**src/rtl/coin_pkg.sv**
```systemverilog
// Shared coin-interface definitions: coin codes, coin value helper and
// controller state encoding used by the vending controller and change return.
package coin_pkg;

   localparam logic [1:0] COIN_NONE   = 2'b00;
   localparam logic [1:0] COIN_NICKEL = 2'b01;
   localparam logic [1:0] COIN_DIME   = 2'b10;
   localparam logic [1:0] COIN_BAD    = 2'b11;

   typedef enum logic [1:0] {
      IDLE      = 2'd0,
      VEND      = 2'd1,
      CHG_PULSE = 2'd2,
      CHG_GAP   = 2'd3
   } state_t;

   // Invalid code 11 is worth nothing, so it is ignored everywhere.
   function automatic logic [1:0] coin_value(input logic [1:0] code);
      case (code)
         COIN_NICKEL: return 2'd1;
         COIN_DIME:   return 2'd2;
         default:     return 2'd0;
      endcase
   endfunction

endpackage

```
**src/rtl/change_emitter.sv**
```systemverilog
// Refund counter and change sequencing: emits owed nickels as pulse/gap
// pairs of coin codes, absorbing coins that arrive while it is running.
module change_emitter
   import coin_pkg::*;
#(
   parameter int unsigned REFUND_W = 6
) (
   input  logic                clock,
   input  logic                reset,
   input  logic                load,
   input  logic                start,
   input  logic [REFUND_W-1:0] load_val,
   input  logic [1:0]          add_val,
   output logic                busy,
   output logic [1:0]          change
);

   state_t              phase;
   logic [REFUND_W-1:0] refund;
   logic [REFUND_W-1:0] base;
   logic [REFUND_W-1:0] r_next;
   logic [REFUND_W+1:0] sum;
   logic [REFUND_W+1:0] dec;

   // The pulse amount is latched on entry, so the decrement is applied on
   // leaving CHG_PULSE together with any coin that arrived meanwhile.
   always_comb begin
      base   = (phase == IDLE && load) ? load_val : refund;
      dec    = (change == COIN_DIME) ? (REFUND_W+2)'(2) : (REFUND_W+2)'(1);
      sum    = {2'b00, base} + {{REFUND_W{1'b0}}, add_val};
      if (phase == CHG_PULSE)
         sum = sum - dec;
      r_next = (sum > {2'b00, {REFUND_W{1'b1}}}) ? '1 : sum[REFUND_W-1:0];
   end

   always_ff @(posedge clock) begin
      if (reset) begin
         phase  <= IDLE;
         refund <= '0;
         change <= COIN_NONE;
         busy   <= 1'b0;
      end else begin
         refund <= r_next;
         case (phase)
            CHG_PULSE: begin
               phase  <= CHG_GAP;
               change <= COIN_NONE;
            end
            CHG_GAP, IDLE: begin
               if ((phase == CHG_GAP || start) && r_next != '0) begin
                  phase  <= CHG_PULSE;
                  change <= (r_next >= REFUND_W'(2)) ? COIN_DIME : COIN_NICKEL;
                  busy   <= 1'b1;
               end else begin
                  phase  <= IDLE;
                  change <= COIN_NONE;
                  busy   <= 1'b0;
               end
            end
            default: begin
               phase  <= IDLE;
               change <= COIN_NONE;
               busy   <= 1'b0;
            end
         endcase
      end
   end

endmodule

```
**src/rtl/newspaper_change_dispenser.sv**
```systemverilog
// Coin-operated newspaper vending controller: credits coins, pulses a vend
// and hands surplus or cancelled credit to the change emitter.
module newspaper_change_dispenser
   import coin_pkg::*;
#(
   parameter int unsigned PRICE    = 3,
   parameter int unsigned REFUND_W = 6
) (
   input  logic       clock,
   input  logic       reset,
   input  logic [1:0] coin,
   input  logic       cancel,
   output logic       newspaper,
   output logic [1:0] change,
   output logic       busy
);

   state_t              state;
   logic [3:0]          credit;
   logic [4:0]          total;
   logic                accept;
   logic                do_vend;
   logic                do_cancel;
   logic                em_load;
   logic                em_start;
   logic                em_busy;
   logic [REFUND_W-1:0] em_load_val;
   logic [1:0]          em_add;

   // Coins seen while vending or returning change go straight to the refund.
   always_comb begin
      accept      = (state == IDLE) && !em_busy;
      total       = {1'b0, credit} + {3'b000, coin_value(coin)};
      do_cancel   = accept && cancel && (total != '0);
      do_vend     = accept && !cancel && (total >= 5'(PRICE));
      em_load     = do_cancel || do_vend;
      em_start    = do_cancel || (state == VEND);
      em_load_val = do_cancel ? REFUND_W'(total) : REFUND_W'(total - 5'(PRICE));
      em_add      = accept ? 2'd0 : coin_value(coin);
      busy        = (state == VEND) || em_busy;
   end

   always_ff @(posedge clock) begin
      if (reset) begin
         state     <= IDLE;
         credit    <= '0;
         newspaper <= 1'b0;
      end else begin
         newspaper <= do_vend;
         if (state == VEND)
            state <= IDLE;
         else if (do_vend)
            state <= VEND;
         if (do_vend || do_cancel)
            credit <= '0;
         else if (accept)
            credit <= total[3:0];
      end
   end

   change_emitter #(
      .REFUND_W(REFUND_W)
   ) u_change_emitter (
      .clock   (clock),
      .reset   (reset),
      .load    (em_load),
      .start   (em_start),
      .load_val(em_load_val),
      .add_val (em_add),
      .busy    (em_busy),
      .change  (change)
   );

endmodule

```
**config.mk**
```make
export PLATFORM = sky130hd
export DESIGN_NAME = newspaper_change_dispenser
export DESIGN_NICKNAME = d
export VERILOG_FILES = /design/src/rtl/coin_pkg.sv /design/src/rtl/change_emitter.sv /design/src/rtl/newspaper_change_dispenser.sv
export SDC_FILE = /design/constraint.sdc
export NUM_CORES = 1
export LEC_CHECK = 0
export CAP_MARGIN = 20
export CELL_PAD_IN_SITES_DETAIL_PLACEMENT = 0
export CELL_PAD_IN_SITES_GLOBAL_PLACEMENT = 2
export CORE_AREA = 3 3 62 92
export CTS_CLUSTER_DIAMETER = 60
export CTS_CLUSTER_SIZE = 28
export DETAILED_ROUTE_END_ITERATION = 7
export DIE_AREA = 0 0 65 95
export MAX_ROUTING_LAYER = met4
export PLACE_DENSITY_LB_ADDON = 0.1
export SLEW_MARGIN = 20
export SYNTH_ARGS = -nofsm -noshare
export SYNTH_HDL_FRONTEND = slang
export SYNTH_SLANG_ARGS = --single-unit
```
**constraint.sdc**
```tcl
create_clock -name clock -period 6.95 [get_ports clock]
set_clock_uncertainty 0.1 [all_clocks]
set_input_delay 1.39 -clock clock [delete_from_list [all_inputs] [get_ports clock]]
set_output_delay 1.39 -clock clock [all_outputs]
set_load 0.01 [all_outputs]
```
==> results of run 1 <==
-- how the worst max path moves through the flow --
stage / end / slack [ns]
detailed placement: u_change_emitter.change[0] / 0.33
CTS: u_change_emitter.change[0] / 0.58
floorplan: u_change_emitter.change[0] / 0.91
global placement: u_change_emitter.phase[1] / 0.43
global route: u_change_emitter.phase[1] / 0.12
finish: u_change_emitter.change[0] / 0.59
-- area by class of cell --
cell class / count / share of cell area [%]
multi-input combinational: 165 / 68.3
inverter: 13 / 2.55
clock buffer: 3 / 2.16
sequential: 17 / 17.8
timing repair buffer: 9 / 4.58
tap: 66 / 4.32
clock inverter: 1 / 0.262
-- layer usage --
metal  GRT usage [%]  vias up
li1                -      751
met1            17.3      750
met2            28.3       30
met3            1.55       10
met4            7.94        0
met5               -        -
-- registers in the layout, summed over array words and instances, names as in the netlist --
| signal | flops |
|---|---|
| u_change_emitter.refund | 6 |
| credit | 4 |
| u_change_emitter.change | 2 |
| u_change_emitter.phase | 2 |
| newspaper | 1 |
| state | 1 |
| u_change_emitter.busy | 1 |
-- through the flow --
stage                     cell area [um^2]  power [uW]  util, %  hold slack [ns]  cells
after detailed placement              1870         725     37.9            0.364    270
after global routing                  1910         877     38.8            0.388    274
after floorplan                       1720         592        -            0.338    201
final                                 1910         800     38.8            0.370    274
after global placement                1870         712     37.9            0.363    270
after CTS                             1910         808     38.8            0.374    274
-- logic make-up (layout without fill, tap and decap cells) --
kind of cell               count (synthesis)  after routing  synth area share [%]
adders and majority gates                 16             16                  12.9
DFF                                       17             17                  19.8
muxes                                      6              6                  4.00
xor gates and xnor gates                  12             12                  6.91
and+or+nand+nor                           79             79                  26.6
AOI/OAI and AO/OA                         52             52                  25.5
buffers and inverters                     19             26                  4.29
-- cell usage in the layout (no fill, tap or decap), types with 2 or more instances in the layout --
cell type	count
clkbuf_8	3
nor2_1	13
a211oi_4	2
a21oi_1	15
nor4_1	3
mux2i_1	4
nor2b_1	3
ha_1	13
dfxtp_1	17
nand2_1	18
nand2b_1	4
o21a_1	2
nor3_1	5
nand4b_1	3
o21ai_0	7
xor2_1	5
fa_1	3
inv_1	12
nand4_1	3
nand3_1	8
a21o_1	5
a2111oi_0	2
xnor2_1	6
and2_1	4
a31oi_1	2
clkdlybuf4s50_1	8
a211o_1	2
-- critical path: cells and delay by family --
| family | cells | cell delay, ns |
|---|---|---|
| buf+inv | 3 | 0.61 |
| fa+ha+maj | 6 | 2.02 |
| compound gates | 5 | 1.15 |
| simple gates | 5 | 1.27 |
-- power by group through the flow --
stage	registers, uW	logic [uW]	clock network (uW)
after floorplan	144	448	0
after global routing	150	645	81.8
after detailed placement	149	576	0
after global placement	147	565	0
final	146	578	75.7
after CTS	147	581	79.7
==> out/metrics.yaml, run 1 <==
clock_tree:
  ctsHoldBuffers: 0
  clk_pin_slew_ns: 0.07
  cts_root_buf: "clkbuf_8"
  clock_sinks: 17
  cts_resized: 0
  post_cts_buffers: 0
  cts_tree: "yes"
  h-tree-depth: 1
  cts_made_buffers: 3
  clockBufferDepth: 2
  clock_latency_ns: 0.26
worst_setup_path:
  cp_common_cell: "ha_1"
  critPathKind: "primary input to flop"
  regToRegSetupSlack_ns: 2.00
  crit_path_max_incr_delay_ns: 0.57
  crit_slowest_cell: "or4b_1"
  ff2ff_path_depth: 17
  worstSetupStartpoint: "coin[0]"
  crit_fanout: 6
  regToRegStartpoint: "credit[0]"
  r2r_end: "u_change_emitter.change[0]"
  crit_path_cell_trace: "clkdlybuf4s50_1, nor2b_1, ha_1, fa_1, ha_1, or2_1, a211oi_4, a21o_1, nand2_1, o21ai_0, ha_1, inv_1, fa_1, inv_1, ha_1, a211o_1, or4b_1, a31oi_4, nor4b_4"
  critPathArrivalTime_ns: 6.44
  start_kind: "primary input"
  end_kind: "flop"
  worstPathRequired_ns: 7.03
placement:
  hpwl_um: 3510
  port_buffers: 8
  routabilityCongestion: 0.856
  pre_cts_ws_ns: 0.330
floorplanning:
  core_area_um2: 4930
  fp.dieH_um: 95
  num_rows: 31
  initial_core_util_pct: 34.9
  io_pins: 9
  die_x_um: 65
  dieArea_um2: 6180
yosys:
  ys_async_sr_fraction_pct: 0
  synth_warnings: 0
  synth_ff_type: "dfxtp_1"
  syn_inst: 201
  synth_top_area_share_pct: 19.8
  syn_nets: 222
  ys_seq_area_share_pct: 19.8
  syn_area_um2: 1720
  netlist_top_cells_count: "nand2_1 (18), dfxtp_1 (17), a21oi_1 (15), ha_1 (13), nor2_1 (13)"
  yosysMostFrequentCell: "nand2_1"
  syn_avg_cell_area_um2: 8.56
  synth_edf_count: 0
  synth_top_area_cell: "dfxtp_1"
  synthTopCellsByArea: "dfxtp_1 (20%), ha_1 (9.5%), a21oi_1 (4.4%)"
  synth_cell_type_count: 61
  synth-seq-cells: 17
cells_and_area:
  seq_area_um2: 340
  n_antenna_cell: 0
  multiInputGateArea_um2: 1310
  fin_nets: 230
  syn_to_final_growth_pct: 11.1
  drive_above_1_share_pct: 11.5
  fillers: 527
timing:
  hold_viol: 0
  slew_headroom_pct: 57.5
  fin_ws_ns: 0.589
  worstMarginPinSlew_ns: 0.633
  setup_viol: 0
  min_period_over_period_pct: 91.5
  rsz0062_at_grt: "no"
  setup_tns_ns: 0
  max_freq_mhz: 157
  finalMaxSlewViolations: 0
  fin_crit_ns: 6.36
pwr:
  p_clk_share_pct: 9.5
  ir_drop_uv: 210
  p_int_uw: 402
  p_switching_uw: 398
  p_sw_share_pct: 49.7
  power_frac_comb_pct: 72.3
  powerDensity_nw_per_um2: 418
  pwr-share-seq_pct: 18.3
  leakagePower_uw: 0.000739
route:
  first_pass_iters: 4
  dr.max_layer_used: "met4"
  routed_via_density: 5.62
  ant_nets: 0
  met3_length_um: 77
  drc: 0
  drt-met1-wl_um: 1770
  routed_wirelength_um: 4340
  wl_met2_um: 2370
  wl_per_cell_um: 15.8
  drt_iter0_drc: 57
  vias: 1541
run_status:
  outcome: "finished, final reports clean"
global_route:
  grt_pass1_wl_um: 7360
  grt_max_degree: 17
  grt_usage_pct: 15.9
  antenna_found_initial: 0
  overflow: 0
  grt_pass1_vias: 1561
min_path:
  hold_start: "credit[0]"
  min_path_cells: 2
  min_to: "credit[0]"
  hold_path_class: "flop to flop"
flow_run:
  drv_cap: 0
No activity file was read; power rests on OpenSTA's default activity.
==> run 2: changes to the inputs <==
--- a/config.mk
+++ b/config.mk
@@ -8,11 +8,11 @@
 export CAP_MARGIN = 20
 export CELL_PAD_IN_SITES_DETAIL_PLACEMENT = 0
 export CELL_PAD_IN_SITES_GLOBAL_PLACEMENT = 2
-export CORE_AREA = 3 3 62 92
+export CORE_AREA = 2 2 61 91
 export CTS_CLUSTER_DIAMETER = 60
 export CTS_CLUSTER_SIZE = 28
 export DETAILED_ROUTE_END_ITERATION = 7
-export DIE_AREA = 0 0 65 95
+export DIE_AREA = 0 0 63 93
 export MAX_ROUTING_LAYER = met4
 export PLACE_DENSITY_LB_ADDON = 0.1
 export SLEW_MARGIN = 20
==> out/metrics.yaml, run 2 (synthesized netlist as in run 1, its figures left out) <==
run_status:
  outcome: "finished, final reports clean"
placement:
  routabilityCongestion: 0.816
  port_buffers: 8
  pre_cts_ws_ns: 0.314
  placed_area_um2: 1870
  hpwl_um: 3440
  placed_cells: 272
floorplanning:
  initial_core_util_pct: 33.8
  die_x_um: 63
  fp.dieH_um: 93
  core_area_um2: 5080
  num_rows: 32
  dieArea_um2: 5860
  io_pins: 9
global_route:
  antenna_found_initial: 0
  grtUsageMet2_pct: 30.2
  use_met3_pct: 1.56
  grt_pass1_wl_um: 7460
  top_usage_layer: "met2"
  met1_usage_pct: 18.7
  grt_max_degree: 17
  grt_usage_pct: 16.6
  grt_pass1_vias: 1503
  overflow: 0
clock_tree:
  clk_pin_slew_ns: 0.07
  clock_latency_ns: 0.26
  cts_made_buffers: 3
  cts_root_buf: "clkbuf_8"
  h-tree-depth: 1
  post_cts_buffers: 0
  cts_tree: "yes"
  ctsHoldBuffers: 0
  cts_resized: 0
  clockBufferDepth: 2
  clock_sinks: 17
route:
  drt_iter0_drc: 94
  routed_wirelength_um: 4320
  vias: 1471
  first_pass_iters: 4
  drc: 0
  ant_nets: 0
  routed_via_density: 5.33
  wl_per_cell_um: 15.7
pwr:
  p_clk_share_pct: 9.9
  pwr-share-seq_pct: 18.3
  leakagePower_uw: 0.000739
  power_frac_comb_pct: 71.8
  p_switching_uw: 395
  ir_drop_uv: 196
  p_int_uw: 401
  p_sw_share_pct: 49.6
  powerDensity_nw_per_um2: 416
worst_setup_path:
  endpoint: "u_change_emitter.change[0]"
  ff2ff_path_depth: 18
  crit_path_cell_trace: "clkdlybuf4s50_1, nor2b_1, ha_1, fa_1, ha_1, or2_1, a211oi_4, a21o_1, nand2_1, o21ai_0, ha_1, inv_1, fa_1, inv_1, fa_1, nor2_1, nand2_1, or4_4, a31oi_4, nor4b_4"
  start_kind: "primary input"
  worstSetupStartpoint: "coin[0]"
  crit_cells: 20
  crit_fanout: 6
  critPathArrivalTime_ns: 6.47
  crit_slowest_cell: "fa_1"
  crit_path_max_incr_delay_ns: 0.55
  end_kind: "flop"
  critPathBufInv: 3
  regToRegSetupSlack_ns: 1.97
  regToRegStartpoint: "credit[0]"
  critPathKind: "primary input to flop"
  r2r_end: "u_change_emitter.change[0]"
  worstPathRequired_ns: 7.03
  critical_path.top_delay_family: "adder cells"
cells_and_area:
  syn_to_final_growth_pct: 11.3
  final_cells: 276
  fin_nets: 230
  drive_above_1_share_pct: 11.5
  most-common-layout-cells: "nand2_1 (18), dfxtp_1 (17), a21oi_1 (15), nor2_1 (13), ha_1 (13)"
  finish.instance_area_um2: 1910
  top_register: "u_change_emitter.refund"
  finalCoreUtilization_pct: 37.6
  largestRegisters: "u_change_emitter.refund: 6 flops, credit: 4 flops"
  largest_reg_flops: 6
  n_antenna_cell: 0
  final_common_cell: "nand2_1"
timing:
  max_freq_mhz: 156
  rsz0062_at_grt: "no"
  fin_ws_ns: 0.557
  finalMaxSlewViolations: 0
  min_period_over_period_pct: 92.0
  hold_viol: 0
  fin_crit_ns: 6.39
  setup_viol: 0
  slew_headroom_pct: 57.8
  worstMarginPinSlew_ns: 0.628
  setup_tns_ns: 0
min_path:
  hold_path_class: "flop to flop"
flow_run:
  drv_cap: 0
run 2: cell counts in the layout (fill, tap and decap cells not counted):
No cell type changed its count.
run 2: cell type report:
type | count | area [um^2]
Clock buffer | 3 | 41.3
Multi-Input combinational cell | 165 | 1310
Sequential cell | 17 | 340
Tap cell | 68 | 85.1
Fill cell | 561 | 3170
Clock inverter | 1 | 5.00
Inverter | 13 | 48.8
Timing Repair Buffer | 9 | 87.6
run 2: metrics by stage:
step / hold slack (ns) / power [uW]
final: 0.383 / 796
after floorplan: 0.338 / 592
after global routing: 0.427 / 881
after global placement: 0.365 / 717
after detailed placement: 0.381 / 722
after CTS: 0.392 / 806
run 2: how the worst min path moves through the flow:
stage                     slack, ns  cells after the start       from         to
after floorplan                0.34                      2  credit[0]  credit[0]
after global placement         0.37                      2  credit[0]  credit[0]
after detailed placement       0.38                      2  credit[0]  credit[0]
after CTS                      0.39                      2  credit[0]  credit[0]
after global routing           0.43                      2  credit[0]  credit[0]
final                          0.38                      2  credit[0]  credit[0]
run 2: layer usage:
layer / share of wire (%) / up-vias
met5: 0 / -
met4: 1.6 / 0
met3: 1.7 / 5
met2: 54 / 15
met1: 43 / 707
li1: - / 744
run 2: worst reg2reg max path, cell delays in order, from the launching register on:
cell      delay (ns)
dfxtp_1         0.32
ha_1            0.24
fa_1            0.58
ha_1            0.29
or2_1           0.26
a211oi_4        0.33
a21o_1          0.19
nand2_1         0.05
o21ai_0         0.07
ha_1            0.20
inv_1           0.06
fa_1            0.49
inv_1           0.08
fa_1            0.43
nor2_1          0.24
nand2_1         0.09
or4_4           0.43
a31oi_4         0.24
nor4b_4         0.21
run 2: power groups by stage:
| stage | combinational, uW | sequential [uW] | clock, uW |
|---|---|---|---|
| after detailed placement | 573 | 148 | 0 |
| after global routing | 645 | 150 | 86.1 |
| after floorplan | 448 | 144 | 0 |
| after global placement | 570 | 147 | 0 |
| after CTS | 578 | 146 | 81.6 |
| final | 571 | 146 | 78.5 |
==> run 3: changes to the inputs <==
--- a/config.mk
+++ b/config.mk
@@ -8,11 +8,11 @@
 export CAP_MARGIN = 20
 export CELL_PAD_IN_SITES_DETAIL_PLACEMENT = 0
 export CELL_PAD_IN_SITES_GLOBAL_PLACEMENT = 2
-export CORE_AREA = 2 2 61 91
+export CORE_AREA = 2 2 74 76
 export CTS_CLUSTER_DIAMETER = 60
 export CTS_CLUSTER_SIZE = 28
 export DETAILED_ROUTE_END_ITERATION = 7
-export DIE_AREA = 0 0 63 93
+export DIE_AREA = 0 0 76 78
 export MAX_ROUTING_LAYER = met4
 export PLACE_DENSITY_LB_ADDON = 0.1
 export SLEW_MARGIN = 20
==> out/metrics.yaml, run 3 (synthesized netlist as in run 1, its figures left out) <==
worst_setup_path:
  critPathKind: "primary input to flop"
  worstPathRequired_ns: 7.04
  critPathArrivalTime_ns: 6.45
  start_kind: "primary input"
  end_kind: "flop"
  crit_fanout: 6
  regToRegSetupSlack_ns: 2.00
timing:
  worstMarginPinSlew_ns: 0.608
  fin_crit_ns: 6.36
  fin_ws_ns: 0.588
  hold_viol: 0
  finalMaxSlewViolations: 0
  slew_headroom_pct: 58.4
  setup_tns_ns: 0
  min_period_over_period_pct: 91.5
  max_freq_mhz: 157
  rsz0062_at_grt: "no"
  setup_viol: 0
placement:
  hpwl_um: 3250
  routabilityCongestion: 0.811
  placed_area_um2: 1890
  port_buffers: 8
  pre_cts_ws_ns: 0.313
global_route:
  grt_usage_pct: 15.4
  grt_pass1_vias: 1541
  grt_max_degree: 17
  grt_pass1_wl_um: 7320
  overflow: 0
  antenna_found_initial: 0
route:
  vias: 1457
  drt_iter0_drc: 119
  drc: 0
  routed_wirelength_um: 4090
  wl_per_cell_um: 14.6
  ant_nets: 0
  first_pass_iters: 4
  routed_via_density: 5.20
clock_tree:
  clockBufferDepth: 2
  post_cts_buffers: 0
  h-tree-depth: 1
  cts_made_buffers: 3
  clock_latency_ns: 0.26
  clk_pin_slew_ns: 0.08
  cts_root_buf: "clkbuf_8"
  clock_sinks: 17
  cts_resized: 0
  ctsHoldBuffers: 0
  cts_tree: "yes"
floorplanning:
  fp.dieH_um: 78
  initial_core_util_pct: 34.1
  num_rows: 26
  io_pins: 9
  dieArea_um2: 5930
  die_x_um: 76
  core_area_um2: 5040
cells_and_area:
  largestRegisters: "u_change_emitter.refund: 6 flops, credit: 4 flops"
  multiInputGateArea_um2: 1310
  n_antenna_cell: 0
  finish.instance_area_um2: 1930
  most-common-layout-cells: "nand2_1 (18), dfxtp_1 (17), a21oi_1 (15), nor2_1 (13), ha_1 (13)"
  drive_above_1_share_pct: 12.4
  finalCoreUtilization_pct: 38.4
  largest_reg_flops: 6
  final_common_cell: "nand2_1"
  seq_area_um2: 340
  syn_to_final_growth_pct: 12.4
  fin_nets: 232
  top_register: "u_change_emitter.refund"
  fillers: 518
pwr:
  ir_drop_uv: 145
  leakagePower_uw: 0.000744
  total_power_uw: 794
  powerDensity_nw_per_um2: 411
min_path:
  hold_path_class: "flop to flop"
flow_run:
  drv_cap: 0
run_status:
  outcome: "finished, final reports clean"
[run 3: critical path, stage by stage]
cell and delay, ns:
clkdlybuf4s50_1 0.47, nor2b_1 0.17, ha_1 0.23, fa_1 0.54, ha_1 0.29, or2_1 0.26, a211oi_4 0.33, a21o_1 0.19
nand2_1 0.05, o21ai_0 0.07, ha_1 0.19, inv_1 0.05, fa_1 0.48, inv_1 0.08, fa_1 0.43, nor2_1 0.26
nand2_1 0.08, or4_4 0.43, a31oi_4 0.23, nor4b_4 0.21
[run 3: routing by layer]
layer  vias to the layer above  GRT usage (%)  routed length, um
li1                        746              -                  -
met1                       690           21.0               2080
met2                        16           24.8               1870
met3                         5           1.74                 93
met4                         0           3.27                 41
met5                         -              -                  0
[run 3: power by group]
group,switching (uW),leakage [uW],internal (uW)
Sequential,20.6,0.000139,124
Combinational,330,0.000584,238
Clock,40.9,0.0000217,40.5
Total,391,0.000744,403
[run 3: through the flow]
stage | instances | hold WS (ns)
after floorplan | 201 | 0.338
after global placement | 276 | 0.349
after detailed placement | 276 | 0.357
after CTS | 280 | 0.370
after global routing | 280 | 0.402
final | 280 | 0.369
[run 3: cell type report]
class                   instances  area share, %
clock buffers                   3           2.13
repair buffers                 11           5.30
clock inverters                 1          0.388
inverters                      13           2.52
multi-input cells             165           67.5
well taps                      70           4.53
flip-flops and latches         17           17.6
[run 3: worst paths after layout]
| path | depth (start not counted) | startpoint | end |
|---|---|---|---|
| max | 20 | coin[0] | u_change_emitter.change[0] |
| min reg2reg | 2 | credit[0] | credit[0] |
| max reg2reg | 18 | credit[0] | u_change_emitter.change[0] |
| min | 2 | credit[0] | credit[0] |
==> edit, RTL diff (config.mk and constraints of run 2) <==
Re-encode `state_t` (4 states) as one-hot, 4 bits wide.
--- a/src/rtl/coin_pkg.sv
+++ b/src/rtl/coin_pkg.sv
@@ -7,11 +7,11 @@
    localparam logic [1:0] COIN_DIME   = 2'b10;
    localparam logic [1:0] COIN_BAD    = 2'b11;
 
-   typedef enum logic [1:0] {
-      IDLE      = 2'd0,
-      VEND      = 2'd1,
-      CHG_PULSE = 2'd2,
-      CHG_GAP   = 2'd3
+   typedef enum logic [3:0] {
+      IDLE      = 4'b0001,
+      VEND      = 4'b0010,
+      CHG_PULSE = 4'b0100,
+      CHG_GAP   = 4'b1000
    } state_t;
 
    // Invalid code 11 is worth nothing, so it is ignored everywhere.
Behaviour: same outputs for any inputs over 10 cycles, from zero or initial values and one cycle with reset high; not proved beyond that.
==> edit against run 2 <==
  * Largest cell class unchanged
  * Maximum frequency increased by 1.0%
  * Critical path depth increased by 1
  * Worst setup slack improved by 64 ps
  * Total power increased by 8.7%
  * Global-route usage increased by 0.39 points
  * Synthesized area decreased by 4.5%
  * Sequential cell count increased by 2
  * Register-to-register slack improved by 90 ps
  * Die area unchanged
  * Critical path type unchanged
  * Cell area decreased by 3.5%
  * Wire length increased by 5.3%
==> edit: results (changes against run 2) <==
Setup path
The count of cells along the worst register-to-register path is 19 (+1). The worst endpoint data arrival time came to 6390 ps (-80 ps). The family of cells with the greatest summed delay on the critical path is compound AO/OA/AOI/OAI gates.

The slack of the worst reg-to-reg path came to 2060 ps (+90 ps). In this run the critical register-to-register path is captured at u_change_emitter.busy.

Place
The weighted congestion at the end of routability-driven global placement is 0.8119 (-0.47%). The sum of net half-perimeters after detailed placement is 3817 microns (+11%). The instance count after placement with tap cells included was 273 (+0.37%).

The post-placement cell area is 1799 sq um (-3.7%).

Global routing
The overall track demand over capacity in global routing is 17.01% (+0.39 points). The global-route wire length before repair came to 7438 microns (-0.27%).

Synth
Sorting the synthesized cells by area gives the leading types as sky130_fd_sc_hd__dfxtp_1 23%, sky130_fd_sc_hd__ha_1 6.1%, sky130_fd_sc_hd__nand2_1 5.0%, sky130_fd_sc_hd__nor2_1 4.8%, sky130_fd_sc_hd__a21oi_1 4.3%. The post-synthesis compound-gate area fraction is 22.24% (-3.2 points). The xor/xnor cell area share of the yosys netlist is 6.321% (-0.59 points). The cell count after synthesis came to 197 (-2.0%).

The sequential area share after synthesis is 23.15% (+3.4 points). The synthesized netlist net count came to 213 (-4.1%).

Detailed routing
The via count normalized by instance count is 5.325 (about the same). The final routed wirelength across all metal layers came to 4553 microns (+5.3%). The first-iteration detailed-routing DRC count came to 41 (-56%).

Pwr
The leakage dissipation is 0.7636 nW (+3.4%).

Layout
In the final layout, the registers with the most flip-flops are u_change_emitter.refund (6), credit (4), u_change_emitter.phase (3).

STA
The worst slew margin relative to its limit is 64.53% (+6.7 points). The final hold slack came to 369.4 ps (-13.47 ps).

Outcome
The run finished with clean final reports.
edit: cells by family (layout without fill, tap and decap cells):
| group | Yosys count | count (layout) |
|---|---|---|
| multiplexers | 7 | 7 |
| buffers and inverters | 15 | 27 |
| AO/OA/AOI/OAI | 49 | 49 |
| adder cells (fa/ha/maj) | 11 | 11 |
| AND/OR/NAND/NOR | 85 | 85 |
| XOR/XNOR | 11 | 11 |
| flip-flops | 19 | 19 |
edit: how the worst max path moves through the flow:
| stage | to | slack, ps | depth (start not counted) |
|---|---|---|---|
| final | u_change_emitter.busy | 620 | 21 |
| after global routing | u_change_emitter.busy | 200 | 21 |
| after CTS | u_change_emitter.busy | 560 | 21 |
| after detailed placement | u_change_emitter.busy | 280 | 21 |
| after global placement | u_change_emitter.busy | 370 | 21 |
| after floorplan | u_change_emitter.busy | 1020 | 21 |
edit: per-layer routing:
layer	GRT usage, %	part of all wire (%)	vias up
met5	-	0	-
met4	8.704	3.7	0
met3	1.564	2.9	13
met2	35.02	58	36
met1	14.79	36	692
li1	-	-	734
edit: power by group through the flow:
stage	Clock, W	Sequential (W)	Combinational (W)
after global placement	0	0.000167	0.000611
after detailed placement	0	0.000168	0.000620
final	0.0000818	0.000166	0.000617
after floorplan	0	0.000161	0.000475
after global routing	0.0000904	0.000170	0.000691
after CTS	0.0000862	0.000166	0.000623
edit: layout make-up:
cell class                      instances  area [sq um]
Clock inverter                          1         7.507
Fill cell                             560          3237
Timing Repair Buffer                   12         110.1
Inverter                               11         41.29
Sequential cell                        19         380.4
Clock buffer                            3         41.29
Tap cell                               68         85.08
Multi-Input combinational cell        163          1182
